**src/rtl/text_fetch.sv**
```systemverilog
// Text-mode fetch pipeline: walks the character cells of the display RAM, looks up
// glyph rows in the font ROM and serialises them into pixel colours, 3 clk behind vis_i.
module text_fetch #(
  parameter int COLS   = 80,
  parameter int FONT_H = 16,
  parameter int ADDR_W = 12
) (
  input  logic              clk,
  input  logic              reset,
  input  logic              vis_i,
  input  logic              eol_i,
  input  logic              eof_i,
  input  logic [ADDR_W-1:0] base_addr_i,
  output logic              rd_en_o,
  output logic [ADDR_W-1:0] rd_addr_o,
  input  logic [15:0]       rd_data_i,
  output logic [11:0]       font_addr_o,
  input  logic [7:0]        font_data_i,
  output logic [3:0]        color_o,
  output logic              vis_o
);

  localparam logic [3:0]        SCAN_LAST = 4'(FONT_H - 1);
  localparam logic [ADDR_W-1:0] ROW_STEP  = ADDR_W'(COLS);
  localparam logic [ADDR_W-1:0] COL_STEP  = ADDR_W'(1);

  // Raster position
  logic [2:0]        pix_x;
  logic [ADDR_W-1:0] col;
  logic [3:0]        scan;
  logic [ADDR_W-1:0] line_base;
  logic [ADDR_W-1:0] frame_base;

  // Pipeline state
  logic        cell_start;
  logic [3:0]  rd_scan;
  logic        fetch_vld;
  logic        load_vld;
  logic [3:0]  fcolor_q;
  logic [3:0]  bcolor_q;
  logic [7:0]  glyph_q;
  logic [3:0]  cur_fcolor;
  logic [3:0]  cur_bcolor;
  logic [2:0]  vis_pipe;

  assign cell_start = vis_i && (pix_x == 3'd0);

  // eof_i outranks eol_i, which outranks pixel advance.
  // NOTE: state registers use non-blocking assignments so every flop samples
  // pre-edge values regardless of block ordering.
  always_ff @(posedge clk or posedge reset) begin
    if (reset) begin
      pix_x      <= '0;
      col        <= '0;
      scan       <= '0;
      line_base  <= '0;
      frame_base <= '0;
    end else if (eof_i) begin
      pix_x      <= '0;
      col        <= '0;
      scan       <= '0;
      frame_base <= base_addr_i;
      line_base  <= base_addr_i;
    end else if (eol_i) begin
      pix_x <= '0;
      col   <= '0;
      if (scan == SCAN_LAST) begin
        scan      <= '0;
        line_base <= line_base + ROW_STEP;
      end else begin
        scan <= scan + 4'd1;
      end
    end else if (vis_i) begin
      pix_x <= pix_x + 3'd1;
      if (pix_x == 3'd7) col <= col + COL_STEP;
    end
  end

  // Stage 1: cell read; the scanline travels with the read so a later eol_i cannot skew it.
  always_ff @(posedge clk or posedge reset) begin
    if (reset) begin
      rd_en_o   <= 1'b0;
      rd_addr_o <= '0;
      rd_scan   <= '0;
    end else begin
      rd_en_o <= cell_start;
      if (cell_start) begin
        rd_addr_o <= line_base + col;
        rd_scan   <= scan;
      end
    end
  end

  // Stage 2: cell word arrives; colours latched, glyph row addressed straight from the data.
  always_ff @(posedge clk or posedge reset) begin
    if (reset) begin
      fetch_vld <= 1'b0;
      load_vld  <= 1'b0;
      fcolor_q  <= '0;
      bcolor_q  <= '0;
    end else begin
      fetch_vld <= rd_en_o;
      load_vld  <= fetch_vld;
      if (fetch_vld) begin
        bcolor_q <= rd_data_i[15:12];
        fcolor_q <= rd_data_i[11:8];
      end
    end
  end

  assign font_addr_o = fetch_vld ? {rd_data_i[7:0], rd_scan} : 12'h000;

  // Stage 3: the load cycle always carries the cell's first active pixel, which takes
  // font_data_i[7] directly, so the register is loaded already advanced by one bit.
  always_ff @(posedge clk or posedge reset) begin
    if (reset) begin
      vis_pipe   <= '0;
      glyph_q    <= '0;
      cur_fcolor <= '0;
      cur_bcolor <= '0;
    end else begin
      vis_pipe <= {vis_pipe[1:0], vis_i};
      if (load_vld) begin
        glyph_q    <= {font_data_i[6:0], 1'b0};
        cur_fcolor <= fcolor_q;
        cur_bcolor <= bcolor_q;
      end else if (vis_o) begin
        glyph_q <= {glyph_q[6:0], 1'b0};
      end
    end
  end

  assign vis_o = vis_pipe[2];

  // NOTE: every output of this block gets a default first so no latch is inferred.
  always_comb begin
    color_o = 4'h0;
    if (vis_o) begin
      if (load_vld) color_o = font_data_i[7] ? fcolor_q : bcolor_q;
      else          color_o = glyph_q[7]     ? cur_fcolor : cur_bcolor;
    end
  end

  // The first row of a frame starts where the captured frame base says.
  frame_base_a: assert property (@(posedge clk) disable iff (reset)
    eof_i |=> (line_base == frame_base));

endmodule

```
**config.mk**
```make
export PLATFORM = sky130hd
export DESIGN_NAME = text_fetch
export DESIGN_NICKNAME = d
export VERILOG_FILES = /design/src/rtl/text_fetch.sv
export SDC_FILE = /design/constraint.sdc
export NUM_CORES = 1
export LEC_CHECK = 0
export BUFFER_PORTS_ARGS = -buffer_cell sky130_fd_sc_hd__buf_2
export CELL_PAD_IN_SITES_DETAIL_PLACEMENT = 0
export CELL_PAD_IN_SITES_GLOBAL_PLACEMENT = 1
export CORE_MARGIN = 1.5
export CORE_UTILIZATION = 43
export DETAILED_ROUTE_END_ITERATION = 10
export GPL_TIMING_DRIVEN = 0
export PLACE_DENSITY = 0.77
export SKIP_LAST_GASP = 1
export SLEW_MARGIN = 20
export SYNTH_ARGS = -nofsm -noshare
export SYNTH_HDL_FRONTEND = slang
export SYNTH_SLANG_ARGS = --single-unit
export TNS_END_PERCENT = 5
```
**constraint.sdc**
```tcl
create_clock -name clk -period 2.5 [get_ports clk]
set_clock_uncertainty 0.1 [all_clocks]
set_input_delay 0.25 -clock clk [delete_from_list [all_inputs] [get_ports clk]]
set_output_delay 0.25 -clock clk [all_outputs]
set_load 0.02 [all_outputs]
```
==> results of run 1 <==
==> metal layers <==
metal  wire (µm)  vias up
li1            -     1458
met1        3790     1352
met2        3820       51
met3         260        9
met4         121        0
met5           0        -
==> state kept, by name (all words and copies together), names as in the netlist, 4 cells and up <==
name	flops
cur_fcolor	4
rd_addr_o	12
fcolor_q	4
cur_bcolor	4
col	12
glyph_q	7
rd_scan	4
scan	4
line_base	12
bcolor_q	4
==> worst max-delay path: cells and delay by family (launching register included) <==
kind	cells	cell delay, ps
AOI/OAI and AO/OA	3	460
adders and majority gates	2	610
buffers and inverters	1	60
DFF	1	420
muxes	1	200
and+or+nand+nor	1	160
==> cell type report <==
type                       instances  share of cell area, %
sequential                        76                   40.9
multi-input combinational        271                   40.0
timing repair buffer              75                   9.30
tap                              108                   2.90
clock buffer                      10                   2.74
clock inverter                     6                   1.91
buffer                            19                   1.64
inverter                           7                  0.618
==> placed cells by master (no fill, tap or decap), types with 7 or more instances in the layout <==
master	Yosys	layout
a21oi_1	14	14
and2_1	12	12
buf_2	1	68
clkbuf_1	16	17
clkbuf_8	0	9
dfrtp_1	76	76
dlygate4sd3_1	0	7
ha_1	17	17
mux2_2	24	24
mux2i_1	15	15
nand2_1	61	61
nor2_1	24	24
o21ai_0	26	26
xnor2_1	12	12
xor2_1	16	16
==> power by group <==
| group | leakage [nW] | switching (mW) | internal, mW | total [mW] |
|---|---|---|---|---|
| combinational | 1.22 | 0.268 | 0.219 | 0.487 |
| clock | 0.102 | 0.466 | 0.562 | 1.03 |
| sequential | 0.957 | 0.0805 | 1.35 | 1.43 |
==> repair_timing <==
| item | CTS | global route |
|---|---|---|
| hold buffers | 7 | 0 |
| gates resized for setup | 0 | 0 |
| endpoints found under the hold margin | 27 | 0 |
==> worst paths after layout <==
path / from / endpoint
worst min-delay path: base_addr_i[7] / line_base[7]
worst max register to register: col[0] / rd_addr_o[10]
min in group asynchronous: reset / vis_pipe[1]
max in group asynchronous: reset / fcolor_q[2]
worst max-delay path: col[0] / rd_addr_o[10]
worst min register to register: vis_pipe[1] / vis_pipe[2]
==> logic make-up (layout without fill, tap and decap cells) <==
family | after synthesis | after routing | share of synthesized area [%]
and+or+nand+nor | 126 | 126 | 15.5
buffers and inverters | 26 | 117 | 2.65
muxes | 39 | 39 | 10.9
AOI/OAI and AO/OA | 60 | 60 | 9.41
xor gates and xnor gates | 28 | 28 | 6.34
adders and majority gates | 18 | 18 | 6.02
DFF | 76 | 76 | 49.2
==> results by group, run 1 <==
Routing
  • WL final: 8.00 mm
  • Starting DRT DRC Count: 101
  • Drt drc: 0
  • Drt first pass iters: 4
  • Post-DRT Antenna Nets: 0
  • Vias per inst: 5.02
  • Total number of vias: 2870
  • DR WL/cell: 14.0 µm

Layout
  • Post-Layout Cell Count: 572
  • Diodes inserted: 0
  • FF/Latch Area: 1900 µm²
  • Multi-input logic area: 1860 µm²
  • Layout area overhead: 20.3%
  • Layout cell share with drive strength beyond 1: 24.6%
  • Core Util, Final: 53.4%
  • Fillcell total: 801
  • Final instance area: 4650 µm²
  • Nets: 518

Worst setup path
  • CP Launch Type: flip-flop
  • Arr. time, crit path: 2260 ps
  • Crit-path cells: ha_1, inv_1, fa_1, nor2b_1, o31ai_1, a21oi_1, mux2i_1, o311ai_0
  • Reg2reg path depth: 8
  • Required @ worst endpoint: 2600 ps
  • Flop2flop setup slack: 340 ps
  • Max FO, Critical Path: 4
  • CP endpoint kind: flip-flop
  • Crit path largest cell delay: 420 ps
  • Critical path class: flip-flop to flip-flop
  • Slowest cell on crit path: dfrtp_1

Synth
  • Post-Synthesis Cells: 373
  • Most frequent cell after synthesis: dfrtp_1
  • Number of synthesized flops with an enable pin: 0
  • Number of synthesized register bits: 76
  • Post-synth ARST share: 100%
  • Post-synth cell types: 43
  • Ys flop type: dfrtp_1
  • Area contributors post-synth: dfrtp_1 (49%), mux2_2 (7.0%), nand2_1 (5.9%)
  • Syn_area_per_cell: 10.4 µm²
  • Top cells by count, synth: dfrtp_1 (76), nand2_1 (61), o21ai_0 (26)
  • Post-Syn Area: 3870 µm²
  • Yosys top cell area share: 49.2%
  • Syn nets: 432
  • Area leader, netlist: dfrtp_1
  • Sequential share of the synthesized area: 49.2%
  • Yosys Warn Count: 0

Timing
  • TNS Setup: 0 ps
  • Fmax: 464 MHz
  • Slew margin rel.: 60.4%
  • Worst-margin pin slew: 594 ps
  • Setup repair after global routing missed its margin: false
  • Crit share post-route: 86.3%
  • Tmin final: 2160 ps
  • Max Slew Vio Count: 0
  • Setup ws final: 343 ps
  • Hold Slack: 15.0 ps
  • Count of final setup violators: 0
  • Final hold violations: 0

Global routing
  • Initial antenna violation count: 0
  • M1 GR Usage: 24.1%
  • M3 GR Usage: 3.87%
  • GRT Util Overall: 18.3%
  • Global route overflow: 0
  • Pin count of the biggest net entering global routing: 56
  • GR peak layer: met2
  • Met2 Track Usage GR: 29.7%
  • Vias in the first global route: 2896
  • First-pass GRT wire length: 14.0 mm

Place
  • PortBufs: 67
  • Post-Place Setup Slack: 369 ps
  • Total placed instance area: 4370 µm²
  • Final HPWL DP: 5.92 mm
  • Post-Place Cells: 549
  • Placer congestion estimate: 0.821

Clock tree
  • CTS clk-pin slew, worst paths: 80 ps
  • CTS tree: yes
  • Max clock buf depth: 2
  • CTS root buf: clkbuf_8
  • Postcts setup bufs: 0
  • Clk_lat worst skew: 350 ps
  • Max H-tree Level: 3
  • Clock Sinks: 76
  • CTS buffer count: 9

Pwr
  • Pwr Total: 2.94 mW
  • Power Density: 633 nW/µm²
  • Leakage: 2.28 nW
  • Worst VDD drop: 0.231 mV

Die
  • Die width: 97.8 µm
  • Overall die area: 9570 µm²
  • Core Area: 8720 µm²
  • Initial Util: 44.3%
  • Die Span Y: 97.8 µm
  • Io pins: 71
  • Row count: 34

Worst hold path
  • Hold Path Depth: 3
  • Worst hold path class: input port to flip-flop

Run status
  • Status: finished, final reports clean

Flow run
  • Maxcap violations: 0
No activity file was read; power rests on OpenSTA's default activity.
==> run 2, diff against run 1 <==
--- a/config.mk
+++ b/config.mk
@@ -8,6 +8,7 @@
 export BUFFER_PORTS_ARGS = -buffer_cell sky130_fd_sc_hd__buf_2
 export CELL_PAD_IN_SITES_DETAIL_PLACEMENT = 0
 export CELL_PAD_IN_SITES_GLOBAL_PLACEMENT = 1
+export CORE_ASPECT_RATIO = 0.8
 export CORE_MARGIN = 1.5
 export CORE_UTILIZATION = 43
 export DETAILED_ROUTE_END_ITERATION = 10
==> run 2 against run 1 <==
Fmax up 0.67%. Hold slack worse by 2.5 ps. Die area about the same. Non-clock buffer count up 1. First-iteration DRC count up 25%. Clock power down 16%. Critical endpoint unchanged. Largest cell class unchanged. Largest power group unchanged. Highest routed layer unchanged.
==> results by group, run 2 (same netlist as run 1, synthesis figures left out) <==
Run status
  • Status: finished, final reports clean

Clock tree
  • CTS root buf: clkbuf_8
  • Postcts setup bufs: 0
  • Clock Sinks: 76
  • Clk_lat worst skew: 350 ps
  • Max H-tree Level: 3
  • CTS tree: yes
  • CTS buffer count: 9
  • CTS clk-pin slew, worst paths: 70 ps
  • Max clock buf depth: 2

Routing
  • DR WL/cell: 14.4 µm
  • Drt first pass iters: 4
  • WL final: 8.29 mm
  • Starting DRT DRC Count: 126
  • Post-DRT Antenna Nets: 0
  • Total number of vias: 2927
  • Vias per inst: 5.07
  • Drt drc: 0

Layout
  • Nets: 519
  • Top flop regs: col (12), line_base (12), rd_addr_o (12)
  • Most common cell after layout, fill and taps aside: dfrtp_1
  • Core Util, Final: 53.9%
  • Fillcell total: 788
  • Highest-count cells in the layout ignoring fill and taps: dfrtp_1 (76), buf_2 (68), nand2_1 (61), o21ai_0 (26)
  • Multi-input logic area: 1860 µm²
  • Diodes inserted: 0
  • FF/Latch Area: 1900 µm²
  • Layout area overhead: 19.8%
  • Layout cell share with drive strength beyond 1: 24.1%

Die
  • Overall die area: 9580 µm²
  • Row count: 30
  • Initial Util: 45.0%
  • Core Area: 8600 µm²
  • Die width: 109 µm
  • Io pins: 71
  • Die Span Y: 87.8 µm

Timing
  • Max Slew Vio Count: 0
  • Hold Slack: 12.5 ps
  • Fmax: 467 MHz
  • Setup repair after global routing missed its margin: false
  • Count of final setup violators: 0
  • Crit share post-route: 85.7%
  • Worst-margin pin slew: 599 ps
  • TNS Setup: 0 ps
  • Tmin final: 2140 ps
  • Slew margin rel.: 60.0%
  • Final hold violations: 0

Worst setup path
  • Crit-path cells: ha_1, inv_1, fa_1, nor2b_1, o31ai_1, a21oi_1, mux2i_1, o311ai_0
  • Max FO, Critical Path: 4
  • WP buf/inv: 1
  • Arr. time, crit path: 2260 ps
  • Top delay family on crit path: adder cells
  • Slowest cell on crit path: dfrtp_1
  • Required @ worst endpoint: 2620 ps
  • CP Launch Type: flip-flop
  • Critical path class: flip-flop to flip-flop
  • CP endpoint kind: flip-flop
  • Crit path largest cell delay: 420 ps

Place
  • PortBufs: 67
  • Final HPWL DP: 6.30 mm
  • Placer congestion estimate: 0.837

Pwr
  • Pwr Total: 2.79 mW
  • Worst VDD drop: 0.320 mV
  • Leakage: 2.27 nW
  • Power Density: 601 nW/µm²

Global routing
  • First-pass GRT wire length: 13.7 mm
  • Global route overflow: 0
  • GRT Util Overall: 19.1%
  • Vias in the first global route: 2770
  • Initial antenna violation count: 0
  • Pin count of the biggest net entering global routing: 53

Worst hold path
  • Worst hold path class: input port to flip-flop

Flow run
  • Maxcap violations: 0
==> run 2: cell count changes in the layout (fill, tap and decap cells not counted) <==
cell,delta
dlygate4sd3_1,+1
clkbuf_1,+2
clkinv_4,-1
clkinvlp_4,-2
bufinv_16,-2
clkbuf_8,+3
==> run 2: metal layers <==
layer  vias to the layer above  global-route usage [%]  part of all wire, %  routed length (µm)
li1                       1452                       -                    -                   -
met1                      1402                    27.5                   51                4190
met2                        61                    28.0                   43                3590
met3                        12                    5.36                  4.9                 404
met4                         0                    6.10                  1.3                 110
met5                         -                       0                    0                   0
==> run 2: layout make-up <==
type / instances / share of cell area [%]
timing repair buffer: 76 / 9.56
clock buffer: 15 / 3.81
multi-input combinational: 271 / 40.2
sequential: 76 / 41.0
buffer: 19 / 1.65
clock inverter: 1 / 0.108
inverter: 7 / 0.621
tap: 112 / 3.02
==> run 2: through the flow <==
step           area [µm²]  setup slack (ps)  std cells
2_1_floorplan        3870               212        373
3_3_place_gp         4340              -731        552
3_5_place_dp         4370               353        553
4_1_cts              4630               349        577
5_1_grt              4630               194        577
6_report             4630               357        577
==> run 2: path summary, 6_finish.rpt <==
kind	startpoint	end	slack (ps)	cells after the start
worst max-delay path	col[0]	rd_addr_o[10]	360	8
worst min-delay path	base_addr_i[9]	line_base[9]	10	3
worst max register to register	col[0]	rd_addr_o[10]	360	8
worst min register to register	vis_pipe[0]	vis_pipe[1]	260	0
max in group asynchronous	reset	glyph_q[7]	1430	4
min in group asynchronous	reset	vis_pipe[0]	310	3
==> run 2: tightest hold or removal path: stages <==
cell,delay [ps]
buf_2,80
nand2_1,40
o21ai_0,60
==> run 2: power by group <==
group,internal [mW],switching [mW],leakage [nW]
Clock,0.442,0.422,0.0937
Sequential,1.35,0.0843,0.957
Combinational,0.220,0.268,1.22
Total,2.01,0.774,2.27
==> run 2: timing repair <==
item,4_1_cts,5_1_grt
resized for setup,0,0
hold buffers,8,0
hold endpoints to repair,31,0
